[config.mk]
export PLATFORM = sky130hd
export DESIGN_NAME = sar_adc_oversample
export DESIGN_NICKNAME = d
export VERILOG_FILES = /design/src/rtl/sar_adc_pkg.sv /design/src/rtl/sar_dac_shifter.sv /design/src/rtl/sar_adc_oversample.sv
export SDC_FILE = /design/constraint.sdc
export NUM_CORES = 1
export LEC_CHECK = 0
export CAP_MARGIN = 10
export CELL_PAD_IN_SITES_DETAIL_PLACEMENT = 1
export CELL_PAD_IN_SITES_GLOBAL_PLACEMENT = 1
export CORE_UTILIZATION = 47
export CTS_CLUSTER_SIZE = 16
export DETAILED_ROUTE_END_ITERATION = 8
export PLACE_DENSITY = 0.88
export REMOVE_ABC_BUFFERS = 1
export SLEW_MARGIN = 30
export SYNTH_ARGS = -nofsm -noshare
export SYNTH_HDL_FRONTEND = slang
export SYNTH_SLANG_ARGS = --single-unit
[constraint.sdc]
create_clock -name clk_i -period 3.77 [get_ports clk_i]
set_input_delay 0.754 -clock clk_i [delete_from_list [all_inputs] [get_ports clk_i]]
set_output_delay 0.754 -clock clk_i [all_outputs]
set_load 0.02 [all_outputs]
[src/rtl/sar_adc_pkg.sv]
// Shared types and sizing helpers for the oversampling SAR ADC controller
// and its serial DAC shifter.
package sar_adc_pkg;

  typedef enum logic [2:0] {
    ST_IDLE,
    ST_TRACK,
    ST_SHIFT,
    ST_LATCH,
    ST_SETTLE,
    ST_DECIDE,
    ST_ACCUM
  } sar_state_e;

  typedef enum logic [1:0] {
    DAC_IDLE,
    DAC_LOW,
    DAC_HIGH,
    DAC_LATCH
  } dac_state_e;

  // comp_i is asynchronous to clk_i, so it crosses a two-flop synchroniser
  localparam int SYNC_STAGES = 2;

  function automatic int acc_width(input int width, input int max_osr_log2);
    return width + max_osr_log2;
  endfunction

  function automatic int cnt_width(input int max_count);
    return (max_count < 2) ? 1 : $clog2(max_count + 1);
  endfunction

endpackage

[src/rtl/sar_dac_shifter.sv]
// Serialises one DAC word MSB first on ser_o/sclk_o, then pulses lclk_o for
// CLK_DIV cycles; done_o pulses once the latch pulse has ended.
module sar_dac_shifter
  import sar_adc_pkg::*;
#(
  parameter int WIDTH   = 14,
  parameter int CLK_DIV = 4
) (
  input  logic             clk_i,
  input  logic             reset_ni,
  input  logic             load_i,
  input  logic [WIDTH-1:0] word_i,
  output logic             ser_o,
  output logic             sclk_o,
  output logic             lclk_o,
  output logic             done_o
);

  localparam int DW = cnt_width(CLK_DIV);
  localparam int BW = cnt_width(WIDTH - 1);
  localparam logic [DW-1:0] DIV_LAST = DW'(CLK_DIV - 1);
  localparam logic [BW-1:0] BIT_LAST = BW'(WIDTH - 1);

  dac_state_e       state_q;
  logic [WIDTH-1:0] shreg_q;
  logic [DW-1:0]    div_q;
  logic [BW-1:0]    bit_q;
  logic             ser_q;
  logic             sclk_q;
  logic             lclk_q;
  logic             done_q;
  logic             div_wrap_d;

  assign div_wrap_d = (div_q == DIV_LAST);

  // ser_q changes at the start of the low half so it is stable at the sclk rise
  always_ff @(posedge clk_i or negedge reset_ni) begin
    if (!reset_ni) begin
      state_q <= DAC_IDLE;
      shreg_q <= '0;
      div_q   <= '0;
      bit_q   <= '0;
      ser_q   <= 1'b0;
      sclk_q  <= 1'b0;
      lclk_q  <= 1'b0;
      done_q  <= 1'b0;
    end else begin
      done_q <= 1'b0;
      case (state_q)
        DAC_IDLE: begin
          if (load_i) begin
            ser_q   <= word_i[WIDTH-1];
            shreg_q <= word_i << 1;
            bit_q   <= '0;
            div_q   <= '0;
            state_q <= DAC_LOW;
          end
        end
        DAC_LOW: begin
          if (div_wrap_d) begin
            div_q   <= '0;
            sclk_q  <= 1'b1;
            state_q <= DAC_HIGH;
          end else begin
            div_q <= div_q + 1'b1;
          end
        end
        DAC_HIGH: begin
          if (div_wrap_d) begin
            div_q  <= '0;
            sclk_q <= 1'b0;
            if (bit_q == BIT_LAST) begin
              ser_q   <= 1'b0;
              lclk_q  <= 1'b1;
              state_q <= DAC_LATCH;
            end else begin
              bit_q   <= bit_q + 1'b1;
              ser_q   <= shreg_q[WIDTH-1];
              shreg_q <= shreg_q << 1;
              state_q <= DAC_LOW;
            end
          end else begin
            div_q <= div_q + 1'b1;
          end
        end
        DAC_LATCH: begin
          if (div_wrap_d) begin
            div_q   <= '0;
            lclk_q  <= 1'b0;
            done_q  <= 1'b1;
            state_q <= DAC_IDLE;
          end else begin
            div_q <= div_q + 1'b1;
          end
        end
        default: state_q <= DAC_IDLE;
      endcase
    end
  end

  assign ser_o  = ser_q;
  assign sclk_o = sclk_q;
  assign lclk_o = lclk_q;
  assign done_o = done_q;

endmodule

[src/rtl/sar_adc_oversample.sv]
// SAR ADC controller: track/hold, binary search through the serial DAC,
// 2^N oversampling with averaging and a valid/ready result port with overrun.
module sar_adc_oversample
  import sar_adc_pkg::*;
#(
  parameter int WIDTH         = 14,
  parameter int CLK_DIV       = 4,
  parameter int SH_CYCLES     = 36,
  parameter int SETTLE_CYCLES = 18,
  parameter int MAX_OSR_LOG2  = 4
) (
  input  logic             clk_i,
  input  logic             reset_ni,
  input  logic             start_i,
  input  logic             continuous_i,
  input  logic [2:0]       osr_log2_i,
  output logic             sh_o,
  output logic             ser_o,
  output logic             sclk_o,
  output logic             lclk_o,
  input  logic             comp_i,
  output logic [WIDTH-1:0] data_o,
  output logic             data_valid_o,
  input  logic             data_ready_i,
  output logic             busy_o,
  output logic             overrun_o
);

  localparam int AW = acc_width(WIDTH, MAX_OSR_LOG2);
  localparam int TW = cnt_width((SH_CYCLES > SETTLE_CYCLES) ? SH_CYCLES : SETTLE_CYCLES);
  localparam int KW = cnt_width(WIDTH - 1);
  localparam int CW = MAX_OSR_LOG2 + 1;
  localparam logic [2:0]       OSR_MAX     = 3'(MAX_OSR_LOG2);
  localparam logic [TW-1:0]    SH_LAST     = TW'(SH_CYCLES - 1);
  localparam logic [TW-1:0]    SETTLE_LAST = TW'(SETTLE_CYCLES - 1);
  localparam logic [KW-1:0]    K_MSB       = KW'(WIDTH - 1);
  localparam logic [WIDTH-1:0] MSB_WORD    = {1'b1, {(WIDTH-1){1'b0}}};

  sar_state_e             state_q;
  logic [TW-1:0]          tmr_q;
  logic [KW-1:0]          k_q;
  logic [WIDTH-1:0]       code_q;
  logic [WIDTH-1:0]       dac_word_q;
  logic                   load_q;
  logic [AW-1:0]          acc_q;
  logic [CW-1:0]          conv_cnt_q;
  logic [2:0]             osr_q;
  logic [WIDTH-1:0]       data_q;
  logic                   valid_q;
  logic                   overrun_q;
  logic                   sh_q;
  logic                   busy_q;
  logic [SYNC_STAGES-1:0] comp_sync_q;

  logic                   comp_s;
  logic                   lclk_w;
  logic                   dac_done_w;
  logic [2:0]             osr_clamp_d;
  logic [WIDTH-1:0]       code_new_d;
  logic [WIDTH-1:0]       next_word_d;
  logic [AW-1:0]          acc_sum_d;
  logic [WIDTH-1:0]       avg_d;
  logic [CW-1:0]          conv_last_d;

  always_ff @(posedge clk_i or negedge reset_ni) begin
    if (!reset_ni) begin
      comp_sync_q <= '0;
    end else begin
      comp_sync_q <= {comp_sync_q[SYNC_STAGES-2:0], comp_i};
    end
  end

  assign comp_s = comp_sync_q[SYNC_STAGES-1];

  // The word on the DAC is always the current trial, so a 1 decision adopts it
  always_comb begin
    osr_clamp_d = (osr_log2_i > OSR_MAX) ? OSR_MAX : osr_log2_i;
    code_new_d  = comp_s ? dac_word_q : code_q;
    next_word_d = code_new_d | (WIDTH'(1) << (k_q - 1'b1));
    acc_sum_d   = acc_q + AW'(code_q);
    avg_d       = WIDTH'(acc_sum_d >> osr_q);
    conv_last_d = (CW'(1) << osr_q) - 1'b1;
  end

  always_ff @(posedge clk_i or negedge reset_ni) begin
    if (!reset_ni) begin
      state_q    <= ST_IDLE;
      tmr_q      <= '0;
      k_q        <= '0;
      code_q     <= '0;
      dac_word_q <= '0;
      load_q     <= 1'b0;
      acc_q      <= '0;
      conv_cnt_q <= '0;
      osr_q      <= '0;
      data_q     <= '0;
      valid_q    <= 1'b0;
      overrun_q  <= 1'b0;
      sh_q       <= 1'b0;
      busy_q     <= 1'b0;
    end else begin
      load_q    <= 1'b0;
      overrun_q <= 1'b0;
      if (valid_q && data_ready_i) begin
        valid_q <= 1'b0;
      end
      case (state_q)
        ST_IDLE: begin
          if (start_i || continuous_i) begin
            osr_q      <= osr_clamp_d;
            conv_cnt_q <= '0;
            acc_q      <= '0;
            tmr_q      <= '0;
            sh_q       <= 1'b1;
            busy_q     <= 1'b1;
            state_q    <= ST_TRACK;
          end
        end
        ST_TRACK: begin
          if (tmr_q == SH_LAST) begin
            sh_q       <= 1'b0;
            k_q        <= K_MSB;
            code_q     <= '0;
            dac_word_q <= MSB_WORD;
            load_q     <= 1'b1;
            state_q    <= ST_SHIFT;
          end else begin
            tmr_q <= tmr_q + 1'b1;
          end
        end
        ST_SHIFT: begin
          if (lclk_w) begin
            state_q <= ST_LATCH;
          end
        end
        ST_LATCH: begin
          if (dac_done_w) begin
            tmr_q   <= '0;
            state_q <= ST_SETTLE;
          end
        end
        ST_SETTLE: begin
          if (tmr_q == SETTLE_LAST) begin
            state_q <= ST_DECIDE;
          end else begin
            tmr_q <= tmr_q + 1'b1;
          end
        end
        ST_DECIDE: begin
          code_q <= code_new_d;
          if (k_q == '0) begin
            state_q <= ST_ACCUM;
          end else begin
            k_q        <= k_q - 1'b1;
            dac_word_q <= next_word_d;
            load_q     <= 1'b1;
            state_q    <= ST_SHIFT;
          end
        end
        ST_ACCUM: begin
          tmr_q <= '0;
          if (conv_cnt_q != conv_last_d) begin
            acc_q      <= acc_sum_d;
            conv_cnt_q <= conv_cnt_q + 1'b1;
            sh_q       <= 1'b1;
            state_q    <= ST_TRACK;
          end else begin
            // A same-cycle accept frees the slot, so only an unaccepted result overruns
            data_q     <= avg_d;
            valid_q    <= 1'b1;
            overrun_q  <= valid_q && !data_ready_i;
            acc_q      <= '0;
            conv_cnt_q <= '0;
            if (continuous_i) begin
              osr_q   <= osr_clamp_d;
              sh_q    <= 1'b1;
              state_q <= ST_TRACK;
            end else begin
              busy_q  <= 1'b0;
              state_q <= ST_IDLE;
            end
          end
        end
        default: state_q <= ST_IDLE;
      endcase
    end
  end

  sar_dac_shifter #(
    .WIDTH  (WIDTH),
    .CLK_DIV(CLK_DIV)
  ) u_dac (
    .clk_i   (clk_i),
    .reset_ni(reset_ni),
    .load_i  (load_q),
    .word_i  (dac_word_q),
    .ser_o   (ser_o),
    .sclk_o  (sclk_o),
    .lclk_o  (lclk_w),
    .done_o  (dac_done_w)
  );

  assign lclk_o       = lclk_w;
  assign sh_o         = sh_q;
  assign data_o       = data_q;
  assign data_valid_o = valid_q;
  assign busy_o       = busy_q;
  assign overrun_o    = overrun_q;

endmodule

==> results.toml, run 1 <==
[global_route]
first_global_vias = 6234
grt_max_degree = 58
globalRouteOverflowTotal = 0
antenna_found_initial = 0
grt_pass1_wl_um = 32700
gr-usage-all-layers_pct = 29.1

[finish]
layout.nets = 787
diodes = 0
area_growth_syn_to_layout_pct = 15.9
layout_commonest_cell = "nand2_1"
drive_gt1_share_pct = 9.03
final_cell_mix = "nand2_1 (119), dfrtp_1 (114), o21ai_0 (95)"

[detailed_routing]
routed_via_density = 6.34
route.detailed.drc = 0
vias = 5988
drt_iter0_drc = 425
drt-total-wl_um = 19800
dr.pass1.iters = 5
final_antenna_net_count = 0
wl_per_cell_um = 21.0

[synth]
yosysSeqAreaShare_pct = 42.9
ys_ff_latch = 114
synthFlopType = "dfrtp_1"
synth.avg_cell_area_um2 = 9.08
synthesis.area_um2 = 6650
synth_top_cell_by_area = "dfrtp_1"
synth_area_leaders = "dfrtp_1 (43%), o21ai_0 (7.2%), nand2_1 (6.7%)"
synth_top_area_share_pct = 42.9
synthCells = 732
ys_warn_count = 0
synth_cell_types = 71
synth_edf_count = 0
async_flop_share_pct = 100

[critical_path]
cp_slowest_cell = "dfrtp_1"
worstSetupPathType = "reg -> reg"
critPathMaxFanout = 21
r2r_cells = 11
start_kind = "flop"
cp_cell_sequence = "nor2_1 -> nand2_1 -> ha_1 -> nor3b_1 -> o21ai_0 -> and3_1 -> nor3_4 -> nand2_1 -> nor2_2 -> a22oi_1 -> o21ai_0"
cp.required_ns = 4.08
endpoint_kind = "flop"
cpPeakStageDelay_ns = 0.62
arrival_ns = 3.79
r2r_slack_ns = 0.29

[pwr]
p_per_area_nw_per_um2 = 488
power_leakage_nw = 3.31
peakVddDrop_mv = 0.324

[timing]
worst_pin_slew_ns = 0.903
setup_viol = 0
tns_ns = 0
layout_min_cycle_time_ns = 3.48
slew_headroom_pct = 39.8
rsz0062_at_grt = "no"
finalCritPeriodShare_pct = 92.4
max_freq_mhz = 287
slew_viol_final = 0
finalHoldViolations = 0
fin_worst_skew_ns = 0.00918
whs_ns = 0.390

[floorplan]
ios = 30
dieArea_um2 = 14600
fp.dieW_um = 121
coreArea_um2 = 13800
rows = 43
dieHeight_um = 121
start_util_pct = 48.1

[cts]
post-cts-setup-buffer-count = 0
cts_sinks = 114
cts_resized = 0
clk_path_buf_depth = 2
cts_made_buffers = 17
ctsRootBufferMaster = "clkbuf_16"
hold_buffers = 0
htreeDepth = 4
clkLatencyLatePin_ns = 0.43
cts_tree = "yes"
clk_pin_slew_worst_paths_ns = 0.06

[placed_design]
port_buffers = 29
place_hpwl_um = 13100
gp_congestion = 0.883

[job]
max-cap-violations = 0

[run_status]
status = "finished, final reports clean"

[worst_hold_path]
hp-class = "in -> async"
## registers in the layout, indices dropped and copies added, names as in the netlist, 2 cells and up
name and flops:
u_dac.state_q 2, code_q 14, conv_cnt_q 5, u_dac.bit_q 4, data_o 14, acc_q 18
u_dac.shreg_q 13, tmr_q 6, state_q 3, comp_sync_q 2, u_dac.div_q 3, k_q 4
osr_q 3, dac_word_q 14
## cell usage after synthesis (all sizes together), types with 3 or more instances
cell type / instances
mux2: 3
nor2: 53
xnor2: 14
nor3: 17
a22o: 17
a21oi: 47
and2: 7
o21a: 3
o21ai: 98
o22ai: 3
buf: 13
nand2: 119
clkbuf: 25
a21o: 7
nor2b: 4
nand3: 14
dfrtp: 114
a22oi: 13
mux2i: 19
and3: 8
a211oi: 15
xor2: 8
nand2b: 10
a31oi: 7
a32oi: 3
ha: 26
or2: 4
o211ai: 9
mux4: 5
inv: 15
## cell families after synthesis
kind of cell | after synthesis | synth area share (%)
compound gates | 245 | 23.9
simple gates | 244 | 16.4
flops | 114 | 42.9
buf+inv | 53 | 3.63
mux | 27 | 5.06
fa+ha+maj | 27 | 5.19
xor+xnor | 22 | 2.90
## worst max-delay path: cells and delay by family (launching register included)
kind / cells / cell delay [ns]
AND/OR/NAND/NOR: 7 / 1.97
flip-flops: 1 / 0.62
adder cells (fa/ha/maj): 1 / 0.28
AO/OA/AOI/OAI: 3 / 0.48
## final cells by class
class	count	area (µm²)
multi-input combinational	565	3560
sequential	114	2850
fill	1545	6120
clock inverter	9	151
inverter	15	56.3
tap	180	225
timing repair buffer	38	368
clock buffer	23	488
## path summary, 6_finish.rpt
check	startpoint	endpoint
worst max-delay path	osr_q[2]	data_o[7]
worst min-delay path	reset_ni	overrun_o
worst max register to register	osr_q[2]	data_o[7]
worst min register to register	comp_sync_q[0]	comp_sync_q[1]
max in group asynchronous	reset_ni	u_dac.state_q[0]
min in group clk_i	comp_sync_q[0]	comp_sync_q[1]
## report_power, final
part,switching (mW),leakage [nW],internal [mW]
registers,0.126,1.57,1.27
logic,0.392,1.43,0.214
clock network,0.586,0.313,1.17
## metrics by stage
stage	worst slack (ns)	power (mW)	utilization [%]	cell area [µm²]	std cells
CTS	0.232	3.76	55.7	7700	944
detailed placement	0.394	1.99	51.1	7060	912
global route	0.0573	3.88	55.7	7700	944
floorplan	0.757	1.77	-	6460	694
global placement	0.636	1.94	51.1	7060	912
finish	0.288	3.76	55.7	7700	944
## routing by layer
metal / wire (µm) / vias up / GRT usage [%]
met3: 943 / 54 / 6.53
met1: 8440 / 3069 / 37.0
li1: - / 2688 / -
met5: 0 / - / 0
met4: 619 / 0 / 13.5
met2: 9790 / 177 / 46.9
(Power assumes the default switching activity.)
==> inputs of run 2 (changes only) <==
CORE_UTILIZATION = 50   (was 47)
DONT_BUFFER_PORTS = 1   (was unset)
RECOVER_POWER = 50   (was unset)
==> run 2 against run 1 <==
Design area down 5.5%; sequential power about the same; worst hold slack worse by 0.37 ns; register-to-register slack better by 0.20 ns; global-route usage down 0.092 points; critical path depth down 1; setup slack better by 0.20 ns; final cell count down 4.3%; non-clock buffer count down 31; largest power group unchanged; highest routed layer unchanged.
==> results.toml, run 2 (synthesized netlist as in run 1, its figures left out) <==
[run_status]
status = "finished, final reports clean"

[cts]
hold_buffers = 0
cts_sinks = 114
clk_pin_slew_worst_paths_ns = 0.05
cts_resized = 0
cts_made_buffers = 17
clkLatencyLatePin_ns = 0.43
htreeDepth = 4
post-cts-setup-buffer-count = 0
clk_path_buf_depth = 2
cts_tree = "yes"
ctsRootBufferMaster = "clkbuf_16"

[floorplan]
dieHeight_um = 117
dieArea_um2 = 13800
ios = 30
start_util_pct = 52.0
rows = 41
coreArea_um2 = 12800
fp.dieW_um = 117

[worst_hold_path]
hp-class = "in -> async"

[detailed_routing]
vias = 5711
route.detailed.drc = 0
wl_per_cell_um = 20.8
drt-total-wl_um = 18800
final_antenna_net_count = 0
routed_via_density = 6.32
dr.pass1.iters = 5
drt_iter0_drc = 415

[global_route]
gr-usage-all-layers_pct = 29.0
globalRouteOverflowTotal = 0
grt_max_degree = 115
first_global_vias = 6027
grt_pass1_wl_um = 31400
antenna_found_initial = 0

[timing]
finalCritPeriodShare_pct = 87.2
finalHoldViolations = 0
setup_viol = 0
slew_headroom_pct = 43.3
fin_worst_skew_ns = 0.00947
max_freq_mhz = 304
worst_pin_slew_ns = 0.851
layout_min_cycle_time_ns = 3.29
tns_ns = 0
rsz0062_at_grt = "no"
slew_viol_final = 0

[critical_path]
arrival_ns = 3.63
cp.required_ns = 4.12
critPathMaxFanout = 18
start_kind = "flop"
endpoint_kind = "flop"
worstSetupPathType = "reg -> reg"

[finish]
largest_register_ffs = 18
layout_commonest_cell = "nand2_1"
drive_gt1_share_pct = 8.34
diodes = 0
area_growth_syn_to_layout_pct = 9.49
fill_cells = 1427
regMostFlops = "acc_q"
instances_no_fill = 903
final_cell_mix = "nand2_1 (119), dfrtp_1 (114), o21ai_0 (95)"
layout.nets = 756

[placed_design]
gp_congestion = 0.885
dp_cells = 873
port_buffers = 0
place_hpwl_um = 12400

[pwr]
peakVddDrop_mv = 0.398
p_per_area_nw_per_um2 = 477
power_leakage_nw = 3.15

[job]
max-cap-violations = 0
## run 2: changes by cell type in the layout (fill, tap and decap cells not counted), sizes merged
cell	previous run	this run
clkdlybuf4s50	28	0
buf	10	6
bufinv	4	1
clkbuf	23	25
clkinv	4	5
clkinvlp	1	0
## run 2: power breakdown
group	switching [mW]	internal, mW
sequential	0.143	1.27
clock	0.567	0.960
combinational	0.347	0.191
## run 2: worst paths after layout
check / from / end / slack, ns / depth (start not counted)
min: reset_ni / u_dac.shreg_q[5] / 0.02 / 0
min in group clk_i: comp_i / comp_sync_q[0] / 0.36 / 0
max in group asynchronous: reset_ni / tmr_q[2] / 3.58 / 0
max: osr_q[0] / data_o[8] / 0.48 / 10
max reg2reg: osr_q[0] / data_o[8] / 0.48 / 10
min reg2reg: comp_sync_q[0] / comp_sync_q[1] / 0.37 / 0
## run 2: layer usage
layer	global-route usage, %	wire (µm)
met1	35.7	7920
met2	48.6	9620
met3	6.27	741
met4	13.1	528
met5	0	0
## run 2: worst max-delay path, stage by stage, from the launching register on
cell and delay [ns]:
dfrtp_1 0.82, nand2_1 0.13, ha_1 0.28, nor2b_1 0.15, o21ai_0 0.27, a21oi_1 0.17, nor3_4 0.35, nand2_1 0.25
nor2_1 0.45, a32oi_1 0.20, o21ai_0 0.12
## run 2: layout make-up
type	instances	area, µm²	area share, %
Clock inverter	6	55.1	0.756
Timing Repair Buffer	7	48.8	0.670
Clock buffer	24	492	6.76
Tap cell	172	215	2.96
Inverter	15	56.3	0.774
Multi-Input combinational cell	565	3560	48.9
Sequential cell	114	2850	39.2
## run 2: through the flow
step | area [µm²] | utilization (%) | hold WS [ns] | power, mW | setup WS, ns
global placement | 6740 | 52.7 | 0.362 | 1.88 | 0.779
global route | 7280 | 57.0 | 0.0113 | 3.60 | 0.126
floorplan | 6460 | - | 0.331 | 1.77 | 0.757
finish | 7280 | 57.0 | 0.0193 | 3.47 | 0.484
CTS | 7280 | 57.0 | 0.0106 | 3.48 | 0.492
detailed placement | 6740 | 52.7 | 0.370 | 1.93 | 0.623
